===== src/rtl/img_pkg.sv =====
// Shared definitions for the image UART loader: frame geometry, pixel type
// and loader FSM states.
package img_pkg;

    localparam int H_RES        = 320;
    localparam int V_RES        = 240;
    localparam int FRAME_PIXELS = H_RES * V_RES;
    localparam int ADDR_W       = 17;

    typedef struct packed {
        logic [7:0] r;
        logic [7:0] g;
        logic [7:0] b;
    } rgb24_t;

    typedef enum logic {
        IDLE = 1'b0,
        RECV = 1'b1
    } loader_state_t;

endpackage


===== src/rtl/img_uart_loader_packer.sv =====
// rgb_byte_packer: gathers R, G, B bytes into one pixel. The byte index and
// the R/G holding registers live here. pixel_valid is combinational and
// fires in the cycle the B byte is accepted.
module rgb_byte_packer
    import img_pkg::*;
(
    input  logic       clk,
    input  logic       rst_n,
    input  logic       clr,
    input  logic       byte_en,
    input  logic [7:0] byte_in,
    output logic       pixel_valid,
    output rgb24_t     pixel
);

    logic [1:0] idx;
    logic [7:0] r_q;
    logic [7:0] g_q;

    // Byte index walks R -> G -> B; clr drops any partial pixel
    always_ff @(posedge clk) begin
        if (!rst_n || clr) begin
            idx <= 2'd0;
            r_q <= 8'd0;
            g_q <= 8'd0;
        end else if (byte_en) begin
            case (idx)
                2'd0: begin
                    r_q <= byte_in;
                    idx <= 2'd1;
                end
                2'd1: begin
                    g_q <= byte_in;
                    idx <= 2'd2;
                end
                default: idx <= 2'd0;
            endcase
        end
    end

    assign pixel_valid = byte_en && (idx == 2'd2);
    assign pixel       = '{r: r_q, g: g_q, b: byte_in};

endmodule


===== src/rtl/img_uart_loader.sv =====
// img_uart_loader: turns a UART RGB888 byte stream into sequential 24-bit
// frame-buffer writes. Optional idle-timeout resync is enabled by defining
// IMG_UART_LOADER_TIMEOUT_EN.
module img_uart_loader
    import img_pkg::*;
#(
    parameter int H_RES          = img_pkg::H_RES,
    parameter int V_RES          = img_pkg::V_RES,
    parameter int ADDR_W         = img_pkg::ADDR_W,
    parameter int TIMEOUT_CYCLES = 1_000_000
) (
    input  logic              clk,
    input  logic              rst_n,
    input  logic              load_en,
    input  logic [7:0]        rx_data,
    input  logic              rx_ready,
    output logic              wr_en,
    output logic [ADDR_W-1:0] wr_addr,
    output logic [23:0]       wr_data,
    output logic              frame_done,
    output logic              busy
);

    localparam int NPIX = H_RES * V_RES;
    localparam logic [ADDR_W-1:0] LAST_PIX = ADDR_W'(NPIX - 1);

    loader_state_t     state;
    loader_state_t     state_nxt;
    logic              accept;
    logic              pix_valid;
    rgb24_t            pixel;
    logic [ADDR_W-1:0] pix_cnt;
    logic              last_pix;
    logic              timeout;

    // A byte counts only while the loader is enabled
    assign accept   = rx_ready && load_en;
    assign last_pix = (pix_cnt == LAST_PIX);

    rgb_byte_packer u_packer (
        .clk         (clk),
        .rst_n       (rst_n),
        .clr         (timeout),
        .byte_en     (accept),
        .byte_in     (rx_data),
        .pixel_valid (pix_valid),
        .pixel       (pixel)
    );

`ifdef IMG_UART_LOADER_TIMEOUT_EN
    localparam int TO_W = $clog2(TIMEOUT_CYCLES + 1);
    localparam logic [TO_W-1:0] TO_LAST = TO_W'(TIMEOUT_CYCLES - 1);

    logic [TO_W-1:0] idle_cnt;

    // Counts idle cycles mid-frame; any accepted byte restarts the gap
    always_ff @(posedge clk) begin
        if (!rst_n || !busy || accept || timeout)
            idle_cnt <= '0;
        else
            idle_cnt <= idle_cnt + 1'b1;
    end

    assign timeout = busy && !accept && (idle_cnt == TO_LAST);
`else
    assign timeout = 1'b0;
`endif

    // FSM state register
    always_ff @(posedge clk) begin
        if (!rst_n)
            state <= IDLE;
        else
            state <= state_nxt;
    end

    // FSM next state: first byte opens a frame, last pixel or timeout closes it
    always_comb begin
        state_nxt = state;
        case (state)
            IDLE: if (accept) state_nxt = RECV;
            RECV: begin
                if (pix_valid && last_pix)
                    state_nxt = IDLE;
                else if (timeout)
                    state_nxt = IDLE;
            end
            default: state_nxt = IDLE;
        endcase
    end

    // FSM outputs
    always_comb begin
        busy = (state == RECV);
    end

    // Write port and pixel counter; address/data hold between writes
    always_ff @(posedge clk) begin
        if (!rst_n) begin
            wr_en      <= 1'b0;
            wr_addr    <= '0;
            wr_data    <= 24'd0;
            frame_done <= 1'b0;
            pix_cnt    <= '0;
        end else begin
            wr_en      <= pix_valid;
            frame_done <= pix_valid && last_pix;
            if (pix_valid) begin
                wr_addr <= pix_cnt;
                wr_data <= pixel;
                pix_cnt <= last_pix ? '0 : pix_cnt + 1'b1;
            end else if (timeout) begin
                pix_cnt <= '0;
            end
        end
    end

endmodule

===== config.mk =====
export PLATFORM = sky130hd
export DESIGN_NAME = img_uart_loader
export DESIGN_NICKNAME = d
export VERILOG_FILES = /design/src/rtl/img_pkg.sv /design/src/rtl/img_uart_loader_packer.sv /design/src/rtl/img_uart_loader.sv
export SDC_FILE = /design/constraint.sdc
export NUM_CORES = 1
export LEC_CHECK = 0
export CAP_MARGIN = 40
export CORE_MARGIN = 4
export CORE_UTILIZATION = 55
export DETAILED_ROUTE_END_ITERATION = 10
export HOLD_SLACK_MARGIN = 0.06
export PLACE_DENSITY = 0.84
export SYNTH_ARGS = -nofsm -noshare
export SYNTH_HDL_FRONTEND = slang
export SYNTH_SLANG_ARGS = --single-unit

===== constraint.sdc =====
create_clock -name clk -period 3.7 [get_ports clk]
set_input_delay 0.74 -clock clk [delete_from_list [all_inputs] [get_ports clk]]
set_output_delay 0.74 -clock clk [all_outputs]
set_load 0.01 [all_outputs]

==> impl_metrics.yaml <==
setup_path:
  cp-end-kind: "flip-flop"
  crit_arrival_ns: 2.92
  cp_slowest_cell: "clkdlybuf4s50_1"
  r2r_cells: 4
  crit_buf_inv: 1
  cp_max_fo: 13
  rrSetupSlack_ns: 1.52
  max_stage_delay_ns: 0.55
  crit_family: "simple AND/OR/NAND/NOR gates"
  cp-start-kind: "input pin"
  reg2reg_to: "pix_cnt[11]"
  crit_chain: "clkdlybuf4s50_1 > and4b_1 > nand4_2 > o21ai_2 > o21ba_2"
  required_ns: 3.94
  crit_type: "in -> reg"
  r2r-start: "u_packer.idx[1]"
yosys:
  synth_warnings: 0
  synthFlopType: "dfxtp_1"
  synth_top_cell_area_share_pct: 53.6
  synth_common_cells: "nand2_1 (123), dfxtp_1 (79), a21oi_1 (66)"
  yosysMostFrequentCell: "nand2_1"
  yosys-top-cells-area: "dfxtp_1 (54%), nand2_1 (16%), a21oi_1 (11%)"
  syn_avg_cell_area_sq_um: 8.09
  synth_edf_count: 0
  ys_ff_latch: 79
  synthArstFlopShare_pct: 0
  syn_nets: 378
  synth_cells: 365
  yosysTopAreaCell: "dfxtp_1"
  yosysSeqAreaShare_pct: 53.6
  synthesis.area_sq_um: 2950
  synthDistinctLibCells: 34
clocking:
  cts_resized: 0
  numClockSinks: 79
  cts_hold_buf: 0
  clkTransAtPathRegs_ns: 0.09
  clock_latency_ns: 0.35
  clockRootBuffer: "clkbuf_8"
  htreeDepth: 3
  post_cts_buffers: 0
  tritoncts: "done"
  ctsLongestPathBuffers: 2
  cts_buffers: 9
cells_and_area:
  diodes: 0
  final_cell_area_sq_um: 3740
  area_growth_pct: 26.7
  fillers: 409
  fin_nets: 429
  drive_gt1_share_pct: 6.18
drt:
  ant_nets: 0
  drt_wl_total_um: 6740
  drt-wirelength-per-cell_um: 13.7
  vias: 2671
  drtPass1Iterations: 5
  first_iter_violations: 191
  drcViolationCount: 0
  vias_per_cell: 5.44
run_status:
  outcome: "finished, final reports clean"
global_route:
  grt-ovfl-total: 0
  grt_pass1_vias: 2483
  grt.total_usage_pct: 22.2
  grt_max_degree: 61
  antenna_found_initial: 0
  grt_pass1_wl_um: 11400
timing:
  hold_viol_final: 0
  layout_min_cycle_time_ns: 2.68
  fmax_mhz: 373
  fin_crit_sh_pct: 72.4
  hold_slack_ns: 0.454
  drv_slew: 0
  setup-tns-final_ns: 0
  finalSetupViolations: 0
  rsz0062_at_grt: "false"
  skew_ns: 0.0111
  tightest_slew_ns: 0.858
  slew_headroom_pct: 42.3
placed_design:
  gp_congestion: 0.820
  placed_area_sq_um: 3540
  dp_hpwl_um: 4640
  portBuffers: 55
floorplanning:
  initial_core_util_pct: 57.4
  core_area_sq_um: 5140
  dieHeight_um: 81.3
  die_w_um: 81.3
  ios: 56
  die-area_sq_um: 6600
  rows: 26
min_path:
  worstHoldStart: "u_packer.g_q[4]"
  min_path_cells: 2
  min_path_type: "reg -> reg"
  hold_path_end: "wr_data[12]"
power_and_ir_drop:
  peakVddDrop_uv: 374
  total_power_uw: 1550
  leakage_uw: 0.00121
  power_density_nw_per_um2: 414
flow_run:
  cap_violations: 0
-- per-stage QoR --
stage / utilization [%] / instances / setup WS [ns]
2_1_floorplan: - / 365 / 1.73
3_3_place_gp: 68.9 / 475 / 0.757
3_5_place_dp: 68.9 / 475 / 0.704
4_1_cts: 72.8 / 491 / 1.06
5_1_grt: 72.8 / 491 / 0.916
6_report: 72.8 / 491 / 1.02
-- worst register-to-register path, stage by stage (launching register included) --
cell	delay [ns]
dfxtp_1	0.44
and4b_1	0.56
nand4_2	0.37
o21ai_2	0.49
o21ba_2	0.22
-- worst max path at each step --
stage          startpoint  slack [ns]          end  cells after the start
6_report         rx_ready        1.02  pix_cnt[11]                      5
5_1_grt          rx_ready        0.92  pix_cnt[11]                      5
4_1_cts          rx_ready        1.06  pix_cnt[14]                      5
3_5_place_dp     rx_ready        0.70  pix_cnt[11]                      5
3_3_place_gp     rx_ready        0.76  pix_cnt[11]                      5
2_1_floorplan    rx_ready        1.73  pix_cnt[14]                      6
-- where the power goes --
part           internal, uW  switching [uW]
clock network           315             315
logic                  21.4            34.0
registers               857            5.90
-- layout make-up --
cell class / count / area (sq um) / area share (%)
flip-flops and latches: 79 / 1580 / 42.3
multi-input cells: 262 / 1270 / 33.8
repair buffers: 61 / 596 / 15.9
clock buffers: 10 / 128 / 3.41
well taps: 70 / 87.6 / 2.34
clock inverters: 6 / 71.3 / 1.91
inverters: 3 / 11.3 / 0.301
-- registers in the layout (all words and copies together), names as in the netlist --
name / flops
wr_data: 24
frame_done: 1
wr_addr: 17
u_packer.r_q: 8
pix_cnt: 17
u_packer.g_q: 8
u_packer.idx: 2
wr_en: 1
busy: 1
-- cell families (layout without fill, tap and decap cells) --
family,count (synthesis),count (layout),share of synthesized area [%]
compound gates,81,81,14.7
xor+xnor,6,6,1.78
fa+ha+maj,1,1,0.424
buf+inv,24,80,3.56
flops,79,79,53.6
simple gates,174,174,26.0
-- per-layer routing --
| layer | vias to the layer above | GRT usage [%] | share of wire, % |
|---|---|---|---|
| met1 | 1239 | 30.4 | 46 |
| met2 | 91 | 34.4 | 47 |
| li1 | 1334 | - | - |
| met3 | 7 | 3.88 | 5.5 |
| met5 | - | 0 | 0 |
| met4 | 0 | 9.12 | 1.4 |
-- layout by cell type, fill, tap and decap left out, drive strengths merged, types with 2 or more instances in the layout --
master	count
dfxtp	79
buf	6
clkbuf	10
xor2	5
clkdlybuf4s50	55
clkinvlp	2
nand4	7
o31ai	4
o21ai	6
or3	5
a21oi	67
nor2	9
clkinv	4
inv	2
or4	4
and3	2
nor3	5
nand3	10
nand2	123
and2	3
nand4b	2
Power figures use the tool's default switching activity.
